--- config.mk ---
export PLATFORM = sky130hd
export DESIGN_NAME = biu_prefetch_queue
export DESIGN_NICKNAME = d
export VERILOG_FILES = /design/src/rtl/biu_defs_pkg.sv /design/src/rtl/prefetch_fifo.sv /design/src/rtl/biu_prefetch_queue.sv
export SDC_FILE = /design/constraint.sdc
export NUM_CORES = 1
export LEC_CHECK = 0
export ABC_AREA = 1
export BUFFER_PORTS_ARGS = -buffer_cell sky130_fd_sc_hd__buf_4
export CORE_MARGIN = 10
export CORE_UTILIZATION = 28
export DETAILED_ROUTE_END_ITERATION = 7
export HOLD_SLACK_MARGIN = 0.12
export PLACE_DENSITY = 0.5
export SYNTH_ARGS = -nofsm -noshare
export SYNTH_HDL_FRONTEND = slang
export SYNTH_SLANG_ARGS = --single-unit
--- constraint.sdc ---
create_clock -name clk -period 3.59 [get_ports clk]
set_input_delay 0.5385 -clock clk [delete_from_list [all_inputs] [get_ports clk]]
set_output_delay 0.5385 -clock clk [all_outputs]
set_load 0.02 [all_outputs]
--- src/rtl/biu_defs_pkg.sv ---
// -----------------------------------------------------------------------------
// biu_defs_pkg
// Shared definitions for the bus-interface-unit prefetch path: word and
// physical-address widths, instruction-word width, immediate flag position,
// fetch FSM state encodings and the segment:offset address helper.
// -----------------------------------------------------------------------------
package biu_defs_pkg;

    localparam int WORD_SIZE    = 16;
    localparam int PADDR_SIZE   = 20;
    localparam int INSTR_WIDTH  = 32;
    localparam int IMM_FLAG_BIT = 15;

    typedef logic [WORD_SIZE-1:0]   word_t;
    typedef logic [PADDR_SIZE-1:0]  paddr_t;
    typedef logic [INSTR_WIDTH-1:0] instr_t;

    typedef enum logic [1:0] {
        ST_IDLE  = 2'd0,
        ST_REQ   = 2'd1,
        ST_DRAIN = 2'd2
    } fetch_state_e;

    // Real-mode physical address; the carry out of bit 19 is discarded so the
    // address wraps inside the 1 MiB space.
    function automatic paddr_t phys_addr(input word_t seg, input word_t off);
        return {seg, 4'h0} + {4'h0, off};
    endfunction

endpackage

--- src/rtl/prefetch_fifo.sv ---
// -----------------------------------------------------------------------------
// prefetch_fifo
// DEPTH-entry circular word FIFO for the instruction prefetch queue.
// One word may be pushed and zero, one or two words popped per cycle; the two
// oldest words are exposed so the consumer can assemble a two-word
// instruction. clear empties the queue synchronously and beats push/pop.
//
// Ports
//   clk        in   rising-edge clock
//   reset      in   synchronous, active-high
//   clear      in   synchronous flush of the queue contents
//   push       in   write push_data at the tail
//   push_data  in   word to write
//   pop_cnt    in   number of words to retire from the head (0..2)
//   head0      out  oldest word (valid when count >= 1)
//   head1      out  second-oldest word (valid when count >= 2)
//   count      out  number of words held
// -----------------------------------------------------------------------------
module prefetch_fifo
    import biu_defs_pkg::*;
#(
    parameter int DEPTH = 3,
    localparam int CNT_W = $clog2(DEPTH + 1),
    localparam int PTR_W = $clog2(DEPTH)
) (
    input  logic             clk,
    input  logic             reset,
    input  logic             clear,
    input  logic             push,
    input  word_t            push_data,
    input  logic [1:0]       pop_cnt,
    output word_t            head0,
    output word_t            head1,
    output logic [CNT_W-1:0] count
);

    word_t            mem [DEPTH];
    logic [PTR_W-1:0] rd_ptr;
    logic [PTR_W-1:0] wr_ptr;

    // Pointer advance modulo DEPTH; DEPTH need not be a power of two.
    function automatic logic [PTR_W-1:0] ptr_add(input logic [PTR_W-1:0] p, input int n);
        int s;
        s = int'(p) + n;
        if (s >= DEPTH) s = s - DEPTH;
        return PTR_W'(s);
    endfunction

    // NOTE: sequential state uses non-blocking assignments so every flop
    // samples the pre-edge values of its neighbours.
    always_ff @(posedge clk) begin
        if (reset || clear) begin
            rd_ptr <= '0;
            wr_ptr <= '0;
            count  <= '0;
        end else begin
            if (push) wr_ptr <= ptr_add(wr_ptr, 1);
            rd_ptr <= ptr_add(rd_ptr, int'(pop_cnt));
            count  <= count + CNT_W'(push) - CNT_W'(pop_cnt);
        end
    end

    // NOTE: the storage array is deliberately not reset; the pointers and
    // count define which entries are meaningful, and the top masks the
    // outputs while nothing valid is held.
    always_ff @(posedge clk) begin
        if (push && !clear) mem[wr_ptr] <= push_data;
    end

    assign head0 = mem[rd_ptr];
    assign head1 = mem[ptr_add(rd_ptr, 1)];

endmodule

--- src/rtl/biu_prefetch_queue.sv ---
// -----------------------------------------------------------------------------
// biu_prefetch_queue
// Instruction prefetcher: reads 16-bit words from {cs_seg,4'h0}+fetch_ip,
// buffers them in a QUEUE_WORDS-deep queue and presents complete
// instructions to the execution unit in instruction_and_imm format:
//   head[15]=1 -> {w0,w1}       (two words, instr_ip += 4)
//   head[15]=0 -> {16'h0,w0}    (one word,  instr_ip += 2)
// An EU redirect (flush) empties the queue and restarts fetch at flush_ip;
// a read already on the bus when a flush arrives is completed and discarded.
//
// Optional build macro: FETCH_PERF_CNT_EN adds the fetch_cnt (accepted,
// non-dropped words) and stall_cnt (cycles EU ready but nothing valid)
// saturating counters.
//
// Ports
//   clk, reset         clock, synchronous active-high reset
//   cs_seg             code segment, sampled at each fetch issue
//   flush, flush_ip    redirect request and target IP
//   mem_rd_req/addr    read request (held until ack) and physical address
//   mem_rd_ack/data    one-cycle acknowledge with read data
//   instr_valid/ready  instruction handshake with the EU
//   instr_out          assembled instruction word
//   instr_ip           IP of the instruction in instr_out
//   queue_count        words currently queued
//   fetch_cnt          (FETCH_PERF_CNT_EN) accepted word counter
//   stall_cnt          (FETCH_PERF_CNT_EN) starved-ready cycle counter
// -----------------------------------------------------------------------------
module biu_prefetch_queue
    import biu_defs_pkg::*;
#(
    parameter int          QUEUE_WORDS = 3,
    parameter logic [15:0] RESET_IP    = 16'h0000
) (
    input  logic                               clk,
    input  logic                               reset,
    input  logic [15:0]                        cs_seg,
    input  logic                               flush,
    input  logic [15:0]                        flush_ip,
    output logic                               mem_rd_req,
    output logic [19:0]                        mem_addr,
    input  logic                               mem_rd_ack,
    input  logic [15:0]                        mem_rd_data,
    output logic                               instr_valid,
    input  logic                               instr_ready,
    output logic [31:0]                        instr_out,
    output logic [15:0]                        instr_ip,
    output logic [$clog2(QUEUE_WORDS+1)-1:0]   queue_count
`ifdef FETCH_PERF_CNT_EN
    ,
    output logic [31:0]                        fetch_cnt,
    output logic [31:0]                        stall_cnt
`endif
);

    localparam int CNT_W = $clog2(QUEUE_WORDS + 1);

    if (QUEUE_WORDS < 2) begin : g_bad_depth
        $error("biu_prefetch_queue: QUEUE_WORDS must be at least 2");
    end

    fetch_state_e     state;
    word_t            fetch_ip;
    word_t            head0;
    word_t            head1;
    logic [CNT_W-1:0] count;
    logic             head_imm;
    logic             pop;
    logic [1:0]       pop_cnt;
    logic             push;
    logic             can_issue;
    word_t            issue_ip;

    prefetch_fifo #(
        .DEPTH (QUEUE_WORDS)
    ) u_fifo (
        .clk       (clk),
        .reset     (reset),
        .clear     (flush),
        .push      (push),
        .push_data (mem_rd_data),
        .pop_cnt   (pop_cnt),
        .head0     (head0),
        .head1     (head1),
        .count     (count)
    );

    // Instruction assembly works purely from queued words, so read data
    // reaches instr_out one clock after its acknowledge at the earliest.
    assign head_imm    = head0[IMM_FLAG_BIT];
    assign instr_valid = ((count != '0) && !head_imm) || (count >= CNT_W'(2));
    assign instr_out   = !instr_valid ? '0
                       : head_imm     ? {head0, head1}
                       :                {16'h0000, head0};
    assign queue_count = count;

    // A flush in the same cycle wins over both the pop and the read data.
    assign pop     = instr_valid && instr_ready && !flush;
    assign pop_cnt = !pop ? 2'd0 : (head_imm ? 2'd2 : 2'd1);
    assign push    = mem_rd_ack && (state == ST_REQ) && !flush;

    // In IDLE nothing is in flight, so one free slot is enough to issue.
    // A flush empties the queue, so it can always restart fetch at once.
    assign can_issue = flush || (count < CNT_W'(QUEUE_WORDS));
    assign issue_ip  = flush ? flush_ip : fetch_ip;

    always_ff @(posedge clk) begin
        if (reset) begin
            state      <= ST_IDLE;
            mem_rd_req <= 1'b0;
            mem_addr   <= '0;
            fetch_ip   <= RESET_IP;
        end else begin
            case (state)
                ST_IDLE: begin
                    // Acks seen here are strays (e.g. after a reset mid-read).
                    fetch_ip <= issue_ip;
                    if (can_issue) begin
                        state      <= ST_REQ;
                        mem_rd_req <= 1'b1;
                        mem_addr   <= phys_addr(cs_seg, issue_ip);
                    end
                end
                ST_REQ: begin
                    if (mem_rd_ack) begin
                        state      <= ST_IDLE;
                        mem_rd_req <= 1'b0;
                        fetch_ip   <= flush ? flush_ip : fetch_ip + 16'd2;
                    end else if (flush) begin
                        state    <= ST_DRAIN;
                        fetch_ip <= flush_ip;
                    end
                end
                ST_DRAIN: begin
                    if (flush) fetch_ip <= flush_ip;
                    if (mem_rd_ack) begin
                        state      <= ST_IDLE;
                        mem_rd_req <= 1'b0;
                    end
                end
                default: begin
                    state      <= ST_IDLE;
                    mem_rd_req <= 1'b0;
                end
            endcase
        end
    end

    always_ff @(posedge clk) begin
        if (reset) begin
            instr_ip <= RESET_IP;
        end else if (flush) begin
            instr_ip <= flush_ip;
        end else if (pop) begin
            instr_ip <= instr_ip + {13'b0, pop_cnt, 1'b0};
        end
    end

`ifdef FETCH_PERF_CNT_EN
    always_ff @(posedge clk) begin
        if (reset) begin
            fetch_cnt <= '0;
            stall_cnt <= '0;
        end else begin
            if (push && (fetch_cnt != '1))
                fetch_cnt <= fetch_cnt + 32'd1;
            if (instr_ready && !instr_valid && (stall_cnt != '1))
                stall_cnt <= stall_cnt + 32'd1;
        end
    end
`endif

endmodule

**Word level (Yosys, flattened, before mapping)**

Memories as Yosys holds them, arrays and structs flattened. A register that Yosys moved wholly into a read port is not among the register bits.
Index checks and enable logic that the tools add are counted.

- Bits in writable memories: 48
- Latch bits: 0
- Memories kept: 1
- Bits in read-only memories: 0
- Flip-flop bits (word level): 61

Memories:

| name | depth | width | read ports | clocked after memory_dff | write ports | RTL line | text |
|---|---|---|---|---|---|---|---|
| u_fifo.mem | 3 | 16 | 2 | 1 | 1 | prefetch_fifo.sv:37 | `word_t mem [DEPTH];` |

- Reductions and logical operators: 20
- Shifts and indexed selects: 0
- $add $sub $neg: 11
- Equal/unequal tests: 6
- Divide/modulo/power cells: 0
- Order comparisons: 5
- Muxes and demuxes: 24
- Bitwise logic cells: 0
- $mul: 0

Operator list:

| operator | count |
|---|---|
| two-way mux 16 bit | 5 |
| two-way mux 32 bit | 2 |
| one-hot mux 16 bit (2 select lines) | 1 |
| adder 20 x 16 -> 20 bit | 1 |
| two-way mux 2 bit | 10 |
| adder 16 x 2 -> 16 bit, second input constant | 1 |
| adder 16 x 3 -> 16 bit | 1 |
| greater-or-equal comparator 3 x 2 -> 1 bit, second input constant | 3 |
| adder 2 x 1 -> 3 bit, second input constant | 2 |
| logical AND 1 bit | 6 |
| one-hot mux 2 bit (3 select lines) | 1 |
| nonzero test 2 bit | 3 |
| subtractor 2 x 1 -> 2 bit, second input constant | 3 |
| two-way mux 1 bit | 4 |
| inequality test 2 bit, second input constant | 2 |
| AND reduction 2 bit | 2 |
| OR reduction 2 bit | 2 |
| adder 2 x 2 -> 3 bit | 1 |
| logical OR 1 bit | 3 |
| inequality test 3 bit, second input constant | 1 |
| AND reduction 3 bit | 1 |
| adder 2 x 1 -> 2 bit | 1 |
| equality test 2 x 1 -> 1 bit, second input constant | 1 |
| equality test 2 bit, second input constant | 1 |
| other kinds (7) | 8 |

**Longest topological paths before layout**

Gate-level depths: netlist of run 1.

- Word-level depth: 10
- Gate-level depth with buffers: 20
- Depth with buffers taken out: 19

**Hierarchy**

From an unflattened synthesis of run 1, not the netlist that was laid out.

- Cells, all modules: 1036
- Area, all modules: 7025.5 µm²

Modules (own cells, without submodules):

| module | seq. area each (µm²) | area each (µm²) | instances | cells each |
|---|---|---|---|---|
| biu_prefetch_queue | 1101.1 | 4436.8 | 1 | 755 |
| prefetch_fifo | 1561.5 | 2588.7 | 1 | 281 |

**Worst setup path before layout of run 1**

No wires, ideal clock.

- Path kind: input to register
- Start point: input flush
- End point: register mem_addr[18]
- Data arrival time: 2508 ps
- Path slack: 955 ps
- Setup time: 127 ps
- Cell stages on the path: 13
- Cell sequence: buf_2 > buf_2 > nand2_1 > nand2_1 > ha_1 > inv_1 > fa_1 > o21ai_0 > nand4_1 > nand4_1 > nand3_1 > xor2_1 > a21oi_1

- Word-level cells in the longest chain between the ends: 2

Ends and longest elaborated chain:

| what | RTL line | text |
|---|---|---|
| start, declared | biu_prefetch_queue.sv:37 | `input logic flush,` |
| two-way mux 16 bit / logical OR 1 bit (equally long branches) | - |  |
| adder 20 x 16 -> 20 bit / AND reduction 2 bit (equally long branches) | - |  |
| end signal, assigned | biu_prefetch_queue.sv:120 | `mem_addr <= phys_addr(cs_seg, issue_ip);` |
| end, declared | biu_prefetch_queue.sv:40 | `output logic [19:0] mem_addr,` |

Several ways; a longest one is shown, not always the timed one.
A chain may end at the register's enable or synchronous reset.

==> results summary, run 1 <==
The pin count of the biggest net entering global routing is 35. The number of antenna-violating nets in the routed design came out at 0. The sequential share of power came out at 0.461. The clock-pin slew on the worst setup and hold paths came out at 80 ps. The share of cells above drive strength 1 is 0.174. The leftover overflow at the end of global routing came out at 0. Compared with the post-synthesis result, the final layout area differs by 23.2%. The critical path goes through inv_2 -> nand3_2 -> o21ai_4 -> buf_4 -> nor2_1 -> inv_1 -> nor2_1 -> buf_4. The synthesized area per cell came out at ~7.4 um^2. The number of antenna diodes in the final layout is 0.

Before CTS, the worst setup slack after placement is 596 ps. The final worst setup slack is 541 ps. Buffers placed on the I/O ports in this run total about 120. The proportion of power drawn by combinational gates is 0.223. The floorplan step defined a die boundary enclosing 30,300 um^2.

The final worst hold slack came out at 369 ps. The number of flops mapped to enable cells by yosys is 48. The boundary pin count is ~130. The number of nets in the synthesized netlist is 969. The number of warnings printed during yosys synthesis is 0.

The final weighted congestion of routability-driven global placement came out at 0.832. The async set-reset flop share out of synthesis is 0. TritonCTS built the clock tree. The worst voltage drop across the vdd grid came out at between 200 and 300 uV.

In this run the critical register-to-register path is captured at u_fifo.rd_ptr[1]. The final period demand of the worst path is around 3000 ps. The worst hold path belongs to the class input port to register.

Cell internal power was estimated by the tool at between 2 and 2.5 mW. The distinct cell type count after synthesis is 48. The register bit total from synthesis came out at 109. The overall die width came out at around 170 um.

The worst hold path depth is 1. The initial antenna violation count came out at 0. In this run the standard cell core region covers between 20,000 and 25,000 um^2. The leading cell type in the layout, fill and taps excluded is nand2_1. The post-route standard cell area excluding fillers is a little over 8000 um^2.

In the finished design, the share of the clock period the worst path needs comes to 0.849. The clock group share of total power came out at 0.316. Adding up every negative setup slack in the final design gives 0 ps. TritonCTS created 9 clock buffers.

The via count of the first global-routing pass came out at 5,931. The length in cells of the worst reg-to-reg path is 17. Clock tree synthesis selected as its root buffer the cell clkbuf_16. The setup slack of the most critical reg-to-reg path is ~650 ps. The critical path buffer and inverter count is 4.

The critical path is of the register to output port type. The layout net count is around 1,100. The via count of the routed design came out at 6,238. The row count is 56. After detailed routing, the number of vias per cell comes to approximately 4.7. For this run, the leading register cell type out of synthesis is dfxtp_1.

The first routing iteration left 343 violations. The number of cells produced by synthesis came out at 892. The total routed wirelength came out at ~20,000 um. The run finished with clean final reports.

The critical path's slowest cell is inv_2. The height of the chip came out at 174 um. The combined area of all synthesized cells came out at about 6600 um^2.

The startpoint identified for the worst hold timing path is mem_rd_data[12]. The hold violation count in the final report came to 0. The maximum operating frequency came out at 328 MHz. The length of the first detailed-routing pass in iterations is 5. Setup repair after global routing left no endpoint under its margin.

The area after detailed placement came out at about 7900 um^2. The initial cell density of the core is 0.284. The stage delay of the slowest cell on the critical path came out at 440 ps. The largest fanout of any net on the critical path came out at 34. The area taken by flip-flops and latches came out at between 2000 and 3000 um^2. The net switching power figure is between 1 and 1.5 mW.

The startpoint identified for the worst register-to-register timing path is u_fifo.rd_ptr[1]. On the critical path the largest part of the delay comes from buffers and inverters. The total routing usage reported by global routing is 0.132.

For the worst setup path, the data required time is 3050 ps. The count of max-cap constraint violations came out at 0. The total clock sinks is 109. The number of filler cells placed in the layout is ~2,500. The first-pass GRT wire length came out at approximately 32,000 um. In the final routed layout, each cell accounts on average for between 15 and 20 um. The leakage dissipation came out at ~3.6 nW. The number of setup violations in the final report is 0. The post-DP HPWL is 15,400 um. Measured against its own limit, the worst slew margin works out to 0.411. The number of post-CTS setup repair buffers came out at 0. The worst setup path is captured at an output port.

The clock network latency to the later pin of the worst-skew pair came out at between 300 and 400 ps. The startpoint type of the worst setup path is a register. Clock skew on the completed layout was measured at 10.7 ps. Tracing the worst setup path back leads to its startpoint at u_fifo.rd_ptr[1]. The clock tree synthesis step divided the H-tree into 3 levels. For hold timing, the worst endpoint is u_fifo.mem[0][12]. The count of hold buffers inserted by post-cts repair is 0. The final count of pins violating max slew came out at 0.

The transition at the pin with the smallest max-transition slack is just under 900 ps. Of the total power, the share spent switching nets is 0.320. The power per cell area came out at 384 nW/um^2. The share of the yosys chip area belonging to registers is 0.401. The maximum number of buffers from clock root to sink came out at 2.

After detailed routing, the number of remaining DRC violations is 0. In the layout the commonest cells are nand2_1, buf_4, inv_1. The area taken by multi-input logic gates came out at 3400 um^2.

The arrival time at the worst endpoint is between 2000 and 3000 ps.
==> metal layers <==
layer	track usage	wire length, um	vias up
met3	0.0293	1320	21
met4	0.0331	256	0
met2	0.214	9150	183
met1	0.173	9800	2820
met5	0	0	-
li1	-	-	3214
==> registers in the layout, indices dropped and copies added, names as in the netlist <==
name / count
u_fifo.wr_ptr: 2
mem_addr: 20
fetch_ip: 16
instr_ip: 16
u_fifo.rd_ptr: 2
state: 2
u_fifo.mem: 48
u_fifo.count: 2
mem_rd_req: 1
==> power by group through the flow <==
stage | Sequential, mW | Clock (mW) | Combinational [mW]
global route | 1.46 | 1.05 | 0.790
floorplan | 1.53 | 0 | 0.370
finish | 1.45 | 0.990 | 0.701
detailed placement | 1.48 | 0 | 0.710
CTS | 1.45 | 1.02 | 0.713
global placement | 1.48 | 0 | 0.709
==> worst max-delay path by stage <==
stage | endpoint | cells after the start | slack [ps]
2_1_floorplan | mem_addr[18] | 13 | 950
3_3_place_gp | mem_addr[17] | 15 | 630
3_5_place_dp | mem_addr[17] | 17 | 600
4_1_cts | instr_out[10] | 8 | 250
5_1_grt | instr_out[10] | 9 | 250
6_report | instr_out[24] | 8 | 540
==> cell usage after synthesis (3+ instances only) <==
master     number  area share
ha_1           22       0.041
edfxtp_1       48        0.22
buf_2           7      0.0053
xnor2_1         3      0.0040
nor2_1        106       0.060
a221oi_1        4      0.0053
a21oi_1        57       0.043
inv_1         111       0.063
xor2_1         10       0.013
nand2_2         4      0.0038
o21bai_1        3      0.0034
nand2_4         4      0.0068
o311ai_0        3      0.0040
nor4_1          4      0.0038
o2111ai_1       3      0.0040
o21ai_0        98       0.074
nand4_1        12       0.011
nand3_1        37       0.028
o211ai_1       21       0.024
nor3_1         10      0.0075
dfxtp_1        61        0.18
mux2i_1        16       0.024
nand2_1       184        0.10
a31oi_1         6      0.0057
clkbuf_1       26       0.015
==> through the flow <==
stage	utilization	total power, mW	instances
final	0.349	3.14	1324
after global routing	0.349	3.30	1324
after CTS	0.349	3.18	1324
after detailed placement	0.338	2.18	1308
after global placement	0.338	2.19	1308
after floorplan	-	1.90	892
==> repair_timing <==
action / in CTS / in global routing
endpoints found under the setup margin: 0 / 8
resized for setup: 0 / 1
hold endpoints to repair: 0 / 0
==> area by class of cell <==
type / instances / area share
clock buffers: 10 / 0.0280
clock inverters: 6 / 0.00597
multi-input cells: 631 / 0.416
well taps: 319 / 0.0488
flip-flops and latches: 109 / 0.326
repair buffers: 134 / 0.123
inverters: 115 / 0.0529
==> cells by family (layout without fill, tap and decap cells) <==
family | Yosys count | count (layout) | share of synthesized area
simple gates | 371 | 371 | 0.241
compound gates | 207 | 207 | 0.181
buf+inv | 152 | 265 | 0.0882
flops | 109 | 109 | 0.401
fa+ha+maj | 24 | 24 | 0.0475
mux | 16 | 16 | 0.0241
xor+xnor | 13 | 13 | 0.0172
(Power assumes the default switching activity.)
==> inputs of run 2 (changes only) <==
Settings changed: ABC_AREA 1 to 0.
Clock period 3.59 ns to 3.02 ns, I/O delays scaled along.
==> run 2 against run 1 <==
Clock skew up 3.1 ps. Synthesized cell count down 22%. Sequential power up 16%. Critical path type unchanged. Clock-buffer cell count down 1. Final area down 4.2%. Combinational power down 8.1%. Critical endpoint is now instr_out[14]. Synthesized area down 6.9%. Die area down 6.1%.
==> results summary, run 2 <==
The flow ran to the end, and the final reports show no timing, DRC or antenna violations. The row count came out at 54. The count of non-filler cells in the finished layout came out at around 1,100.

The endpoint identified for the worst register-to-register timing path is mem_addr[16]. The post-detailed-route DRC marker count is 0. The primary flip-flop cell chosen by synthesis mapping is dfxtp_1.

The maximum operating frequency came out at ~360 MHz. STA classifies the critical path startpoint as a register. The final period demand of the worst path came out at ~2800 ps. The post-detailed-route via-to-cell ratio is about 5. The average routed wire per standard cell is around 17 um. The async set-reset flop share out of synthesis is 0.

The ratio of final minimum period to clock period came out at 0.914. The maximum clock skew at final layout is 13.7 ps. The core region area came out at 21,800 um^2. The clock network latency to the later pin of the worst-skew pair is 350 ps.

The initial cell density of the core came out at 0.284. By count the netlist is led by nor2_1, a21oi_1, dfxtp_1, edfxtp_1, nand2_1. The cell taking the most area after synthesis is edfxtp_1. The final count of pins violating max slew is 0. The via count of the routed design came out at ~5,400. The combined area of all synthesized cells came out at a little over 6000 um^2. Setup repair after global routing left no endpoint under its margin.

Leaving out fill and tap cells, the most frequent cells in the layout are buf_4, nor2_1, a21oi_1. The worst setup path is captured at an output port. The final weighted congestion of routability-driven global placement came out at between 0.8 and 0.9.

0 antenna diodes ended up in the layout. The TritonCTS clock tree is done. The leading cell type in the layout, fill and taps excluded is buf_4. The worst hold path terminates at u_fifo.mem[2][9]. The path type of the worst setup path is register to output port. The number of flops mapped to enable cells by yosys is 48. After technology mapping, the gate count stands at slightly below 700. The pin count of the biggest net entering global routing came out at 46. The boundary pin count is approximately 130.

In the post-synthesis netlist, the cell with the most instances is nor2_1. The total routed wirelength came out at 18,300 um. The required time at the endpoint of the critical path is approximately 2600 ps. The count of max-cap constraint violations is 0.

The height of the chip is roughly 170 um. The startpoint identified for the worst hold timing path is mem_rd_data[9]. The number of warnings printed during yosys synthesis came out at 0. The share of cells above drive strength 1 is 0.232. The transition at the pin with the smallest max-transition slack came out at 652 ps. The hold violation count in the final report came out at 0. The number of nets in the synthesized netlist came out at between 700 and 800. In the global route stage, overall resource usage came out at 0.126. For this design the ratio of total power to cell area is between 400 and 500 nW/um^2. After synthesis, the cell types taking the most area are edfxtp_1, dfxtp_1, nor2_1. The initial antenna violation count came out at 0. The pre-antenna-repair detailed-routing pass consisted of 5 iterations. The area share of the largest cell type after synthesis came out at 0.233.

The largest register by flop count is u_fifo.mem. The register bit total from synthesis is about 110. The distinct cell type count after synthesis is 57. In this run the tool buffered the top-level ports with ~120 buffer cells. The worst max-slew margin expressed relative to the limit is 0.564. The power after layout came out at 3.52 mW. The via count of the first global-routing pass was roughly 5,400. The number of antenna-violating nets in the routed design is 0.

The cell count after placement came out at 1,083. Relative to the synthesized area, the layout overhead comes to 26.7%. The beginning of the worst register-to-register path is fetch_ip[4]. The number of setup violations in the final report is 0.

The number of flip-flops in the largest register is 48. Across all register-to-register paths, the minimum setup slack is about 370 ps. The area of the die is approximately 28,000 um^2. The number of buffers created by CTS is 9. The first-pass GRT wire length is approximately 30,000 um. The H-tree depth reported by CTS came out at 3. Counting along the longest clock path gives a buffer depth of 2. The leftover overflow at the end of global routing is 0. The leakage dissipation is ~3.3 nW. The share of the yosys chip area belonging to registers is 0.431. The clock-pin slew on the worst setup and hold paths is 80 ps. The HPWL after detailed placement is between 10,000 and 15,000 um. The DRC violation total after the first TritonRoute iteration came out at 274.

The worst hold path depth came out at 1. Setup total negative slack on the finished layout was measured at 0 ps. After the last flow step, the layout net total stands at 891.

The total clock sinks came out at 109. The largest registers in the layout are u_fifo.mem: 48 flops, mem_addr: 20 flops. The arrival time at the worst endpoint is 2310 ps. The worst voltage drop across the vdd grid is between 200 and 250 uV. In this run the worst hold path is classified as input port to register. The largest fanout of any net on the critical path came out at 20. For the worst flop-to-flop path, the logic depth is 10. The count of hold buffers inserted by post-cts repair came out at 0. In this run the mean area of a mapped cell was just under 9 um^2. The root buffer cell chosen for the clock tree is clkbuf_16. The die is 169 um wide.
==> run 2: changes by cell type in the layout (fill, tap and decap cells not counted), sizes merged, moves of 15 or more <==
cell | previous run | this run
a211oi | 2 | 21
a21oi | 57 | 77
buf | 134 | 149
inv | 115 | 27
mux2i | 16 | 41
nand2 | 192 | 46
nand3 | 39 | 17
o211ai | 21 | 2
o21ai | 99 | 41
==> run 2: cells by family after synthesis <==
family                     count (synthesis)  share of synthesized area
AOI/OAI and AO/OA                        179                      0.180
muxes                                     50                     0.0834
and+or+nand+nor                          243                      0.179
DFF                                      109                      0.431
adders and majority gates                 25                     0.0532
buffers and inverters                     62                     0.0389
xor gates and xnor gates                  25                     0.0354
==> run 2: where the power goes <==
group	total [mW]	internal [mW]	switching, mW
Clock	1.19	0.589	0.603
Sequential	1.68	1.62	0.0636
Combinational	0.644	0.285	0.359
Total	3.52	2.49	1.03
==> run 2: worst max path at each step <==
stage | startpoint | end | slack (ps) | cells after the start
2_1_floorplan | flush | mem_addr[16] | 20 | 12
3_3_place_gp | flush | mem_addr[16] | 90 | 11
3_5_place_dp | flush | mem_addr[16] | 60 | 11
4_1_cts | u_fifo.rd_ptr[1] | instr_out[14] | 90 | 9
5_1_grt | fetch_ip[5] | mem_addr[17] | 20 | 8
6_report | u_fifo.rd_ptr[1] | instr_out[14] | 260 | 9
==> run 2: repair_timing <==
item                                    in CTS  in global routing
endpoints found under the setup margin       0                 13
buffers inserted                             0                  0
resized for setup                            0                  2
==> run 2: cell type report <==
| type | instances | area (um^2) |
|---|---|---|
| clock buffer | 9 | 225 |
| clock inverter | 7 | 72.6 |
| fill | 2306 | 13900 |
| inverter | 23 | 86.3 |
| multi-input combinational | 522 | 3300 |
| sequential | 109 | 2660 |
| tap | 280 | 350 |
| timing repair buffer | 149 | 1140 |
==> run 2: metrics by stage <==
step	instance area [um^2]	setup slack, ps	hold slack (ps)	utilization
6_report	7840	259	286	0.360
5_1_grt	7840	19.6	272	0.360
4_1_cts	7830	91.0	274	0.360
3_5_place_dp	7530	55.9	448	0.346
3_3_place_gp	7530	92.2	447	0.346
2_1_floorplan	6190	20.2	460	-
==> run 2: critical path: stages (launching register included) <==
cell	delay [ps]
dfxtp_1	360
buf_6	200
inv_1	130
ha_1	300
buf_6	240
mux2i_1	220
o21ai_0	100
a21oi_1	160
nor2_1	60
buf_4	190
==> run 2: metal layers <==
metal / track usage / share of wire / vias to the layer above
met4: 0.0310 / 0.014 / 0
li1: - / - / 2726
met3: 0.0303 / 0.052 / 16
met5: 0 / 0 / -
met2: 0.202 / 0.46 / 120
met1: 0.166 / 0.47 / 2521
==> inputs of run 3 (changes only) <==
Settings changed: CORE_MARGIN 10 to 2.
==> run 3 against run 2 <==
Via count down 0.45%. Fmax grew 0.80%. Worst hold slack got worse by 4.7 ps. Final area rose by 0.64%. Sequential share of layout area down 0.22 points. Routed wire length shrank 3.4%. Clock skew increased by 0.73 ps. Sequential power hardly changed. Critical endpoint is now instr_out[3]. Largest power group unchanged.
==> results summary, run 3 (synthesized netlist as in run 2, its figures left out) <==
The post-detailed-route DRC marker count is 0. The startpoint type of the worst setup path is a register. The library cell used most frequently in the layout, excluding fill and tap cells, is buf_4. The critical path is of the register to output port type. The total routing usage reported by global routing is 0.150.

The clock-pin slew on the worst setup and hold paths came out at approximately 90 ps. At the end of the flow the core is filled with cells to 0.362. The worst register-to-register path ends at mem_addr[16]. The number of flip-flops in the largest register is 48. The cell count after placement is 1,087. The total routed wirelength is between 15,000 and 20,000 um.

The required time at the endpoint of the critical path came out at around 2600 ps. In this run the critical register-to-register path is launched from fetch_ip[4]. Dividing the final minimum period by the clock period gives 0.907. The number of setup violations in the final report is 0. The layout net count came out at 897. The final worst setup slack came out at ~280 ps. The DRC violation total after the first TritonRoute iteration came out at around 260.

The clock root buffer master is clkbuf_16. In the final layout, the share of cells above drive strength 1 is 0.240. The maximum clock skew at final layout came out at around 14 ps. The final antenna diode count came out at 0. The initial cell density of the core came out at 0.284. The pin count of the biggest net entering global routing is between 40 and 50. For this run, the number of standard cells in the final layout without fillers is 1,105.

The analysis attributes to cell leakage a power of roughly 3.3 nW. The largest registers in the layout are u_fifo.mem: 48 flops, mem_addr: 20 flops. The die is 153 um wide.

The worst voltage drop across the vdd grid came out at ~260 uV. The H-tree depth reported by CTS came out at 3. In this run the standard cell core region covers roughly 22,000 um^2.

The count of hold buffers inserted by post-cts repair came out at 0. The via count of the first global-routing pass is 5,299. The setup slack of the most critical reg-to-reg path is 360 ps. The run finished with clean final reports. The wire-length estimate of the detail-placed layout is ~13,000 um.

The area of the die is between 20,000 and 25,000 um^2. The largest fanout of any net on the critical path came out at 10. The leftover overflow at the end of global routing is 0.

The most critical setup path has its startpoint at u_fifo.rd_ptr[1]. The first-pass GRT wire length came out at approximately 28,000 um. The number of antenna-violating nets in the routed design is 0. The endpoint of the most critical setup path is instr_out[3]. Static timing analysis puts the maximum clock frequency at roughly 370 MHz.

The hold violation count in the final report came out at 0. The number of buffers created by CTS came out at 9. Dividing total power by cell area gives a power density of 453 nW/um^2. The floorplan has 54 rows.

The worst min-delay path category is input port to register. The final period demand of the worst path is roughly 2700 ps. In the final routed layout, each cell accounts on average for 16.0 um. The initial antenna violation count came to 0.

The arrival time at the worst endpoint is 2290 ps. Setup total negative slack on the finished layout was measured at 0 ps. The transition at the pin with the smallest max-transition slack is between 700 and 800 ps.

Detailed routing inserted a total of about 5,400 vias. The count of buffers inserted at the top-level ports came out at 124. Measured against its own limit, the worst slew margin works out to 0.526. At the placement stage, the worst setup path has a slack of roughly 87 ps. The synthesis-to-finish area growth came out at 27.5%. The final weighted congestion of routability-driven global placement came out at roughly 0.83. The clock passes through at most 2 buffers. The height of the chip is 153 um. The length in cells of the worst reg-to-reg path is 10. The boundary pin count is 125. The library cells used most frequently in the layout, excluding fill and tap cells, are buf_4, nor2_1, a21oi_1. At the later pin of the worst-skew pair, clock insertion delay measures 360 ps. Setup repair after global routing left no endpoint under its margin.

The total clock sinks came out at between 100 and 150. STA classifies the critical path endpoint as an output port. TritonCTS built the clock tree.

The post-detailed-route via-to-cell ratio is between 4 and 5. Across the run, the number of max-cap violations was 0. The final count of pins violating max slew is 0. Ranked by flip-flop count, first place goes to u_fifo.mem. For this run, the detailed router's first-pass iteration total came to 4.
[run 3: how the worst min path moves through the flow]
stage	start	to	slack, ps	cells after the start
2_1_floorplan	fetch_ip[0]	fetch_ip[0]	460	2
3_3_place_gp	mem_addr[15]	mem_addr[15]	450	2
3_5_place_dp	mem_addr[15]	mem_addr[15]	450	2
4_1_cts	mem_rd_data[8]	u_fifo.mem[2][8]	270	1
5_1_grt	mem_rd_data[9]	u_fifo.mem[0][9]	260	1
6_report	mem_rd_data[9]	u_fifo.mem[1][9]	280	1
[run 3: critical path, stage by stage, from the launching register on]
cell,delay (ps)
dfxtp_1,400
inv_1,130
ha_2,510
buf_12,190
mux2i_1,180
o21ai_0,90
a21oi_1,200
nor2_1,60
buf_4,160
[run 3: cell type report]
| type | instances | area (um^2) |
|---|---|---|
| clock inverters | 7 | 80.1 |
| inverters | 23 | 86.3 |
| well taps | 280 | 350 |
| repair buffers | 155 | 1180 |
| clock buffers | 9 | 225 |
| flip-flops and latches | 109 | 2660 |
| multi-input cells | 522 | 3310 |
| fillers | 2273 | 13900 |
[run 3: metal layers]
metal | global-route usage | share of wire
met4 | 0.0357 | 0.010
met5 | 0 | 0
met1 | 0.204 | 0.48
met2 | 0.250 | 0.48
met3 | 0.0259 | 0.037
[run 3: power breakdown]
group          leakage, nW  internal (mW)  total (mW)  switching, mW
Sequential           0.938           1.62        1.68         0.0635
Clock                0.146          0.598        1.24          0.642
Combinational         2.22          0.294       0.655          0.361
Total                 3.31           2.51        3.58           1.07
[run 3: repair_timing]
action | CTS | global route
setup endpoints to repair | 0 | 27
buffers inserted | 0 | 2
resized for setup | 0 | 2
[run 3: through the flow]
step                      total power, mW  area [um^2]  hold slack [ps]
after floorplan                      2.09         6190              460
after global placement               2.38         7560              448
after detailed placement             2.37         7560              448
after CTS                            3.61         7870              270
after global routing                 3.74         7890              264
final                                3.58         7890              281
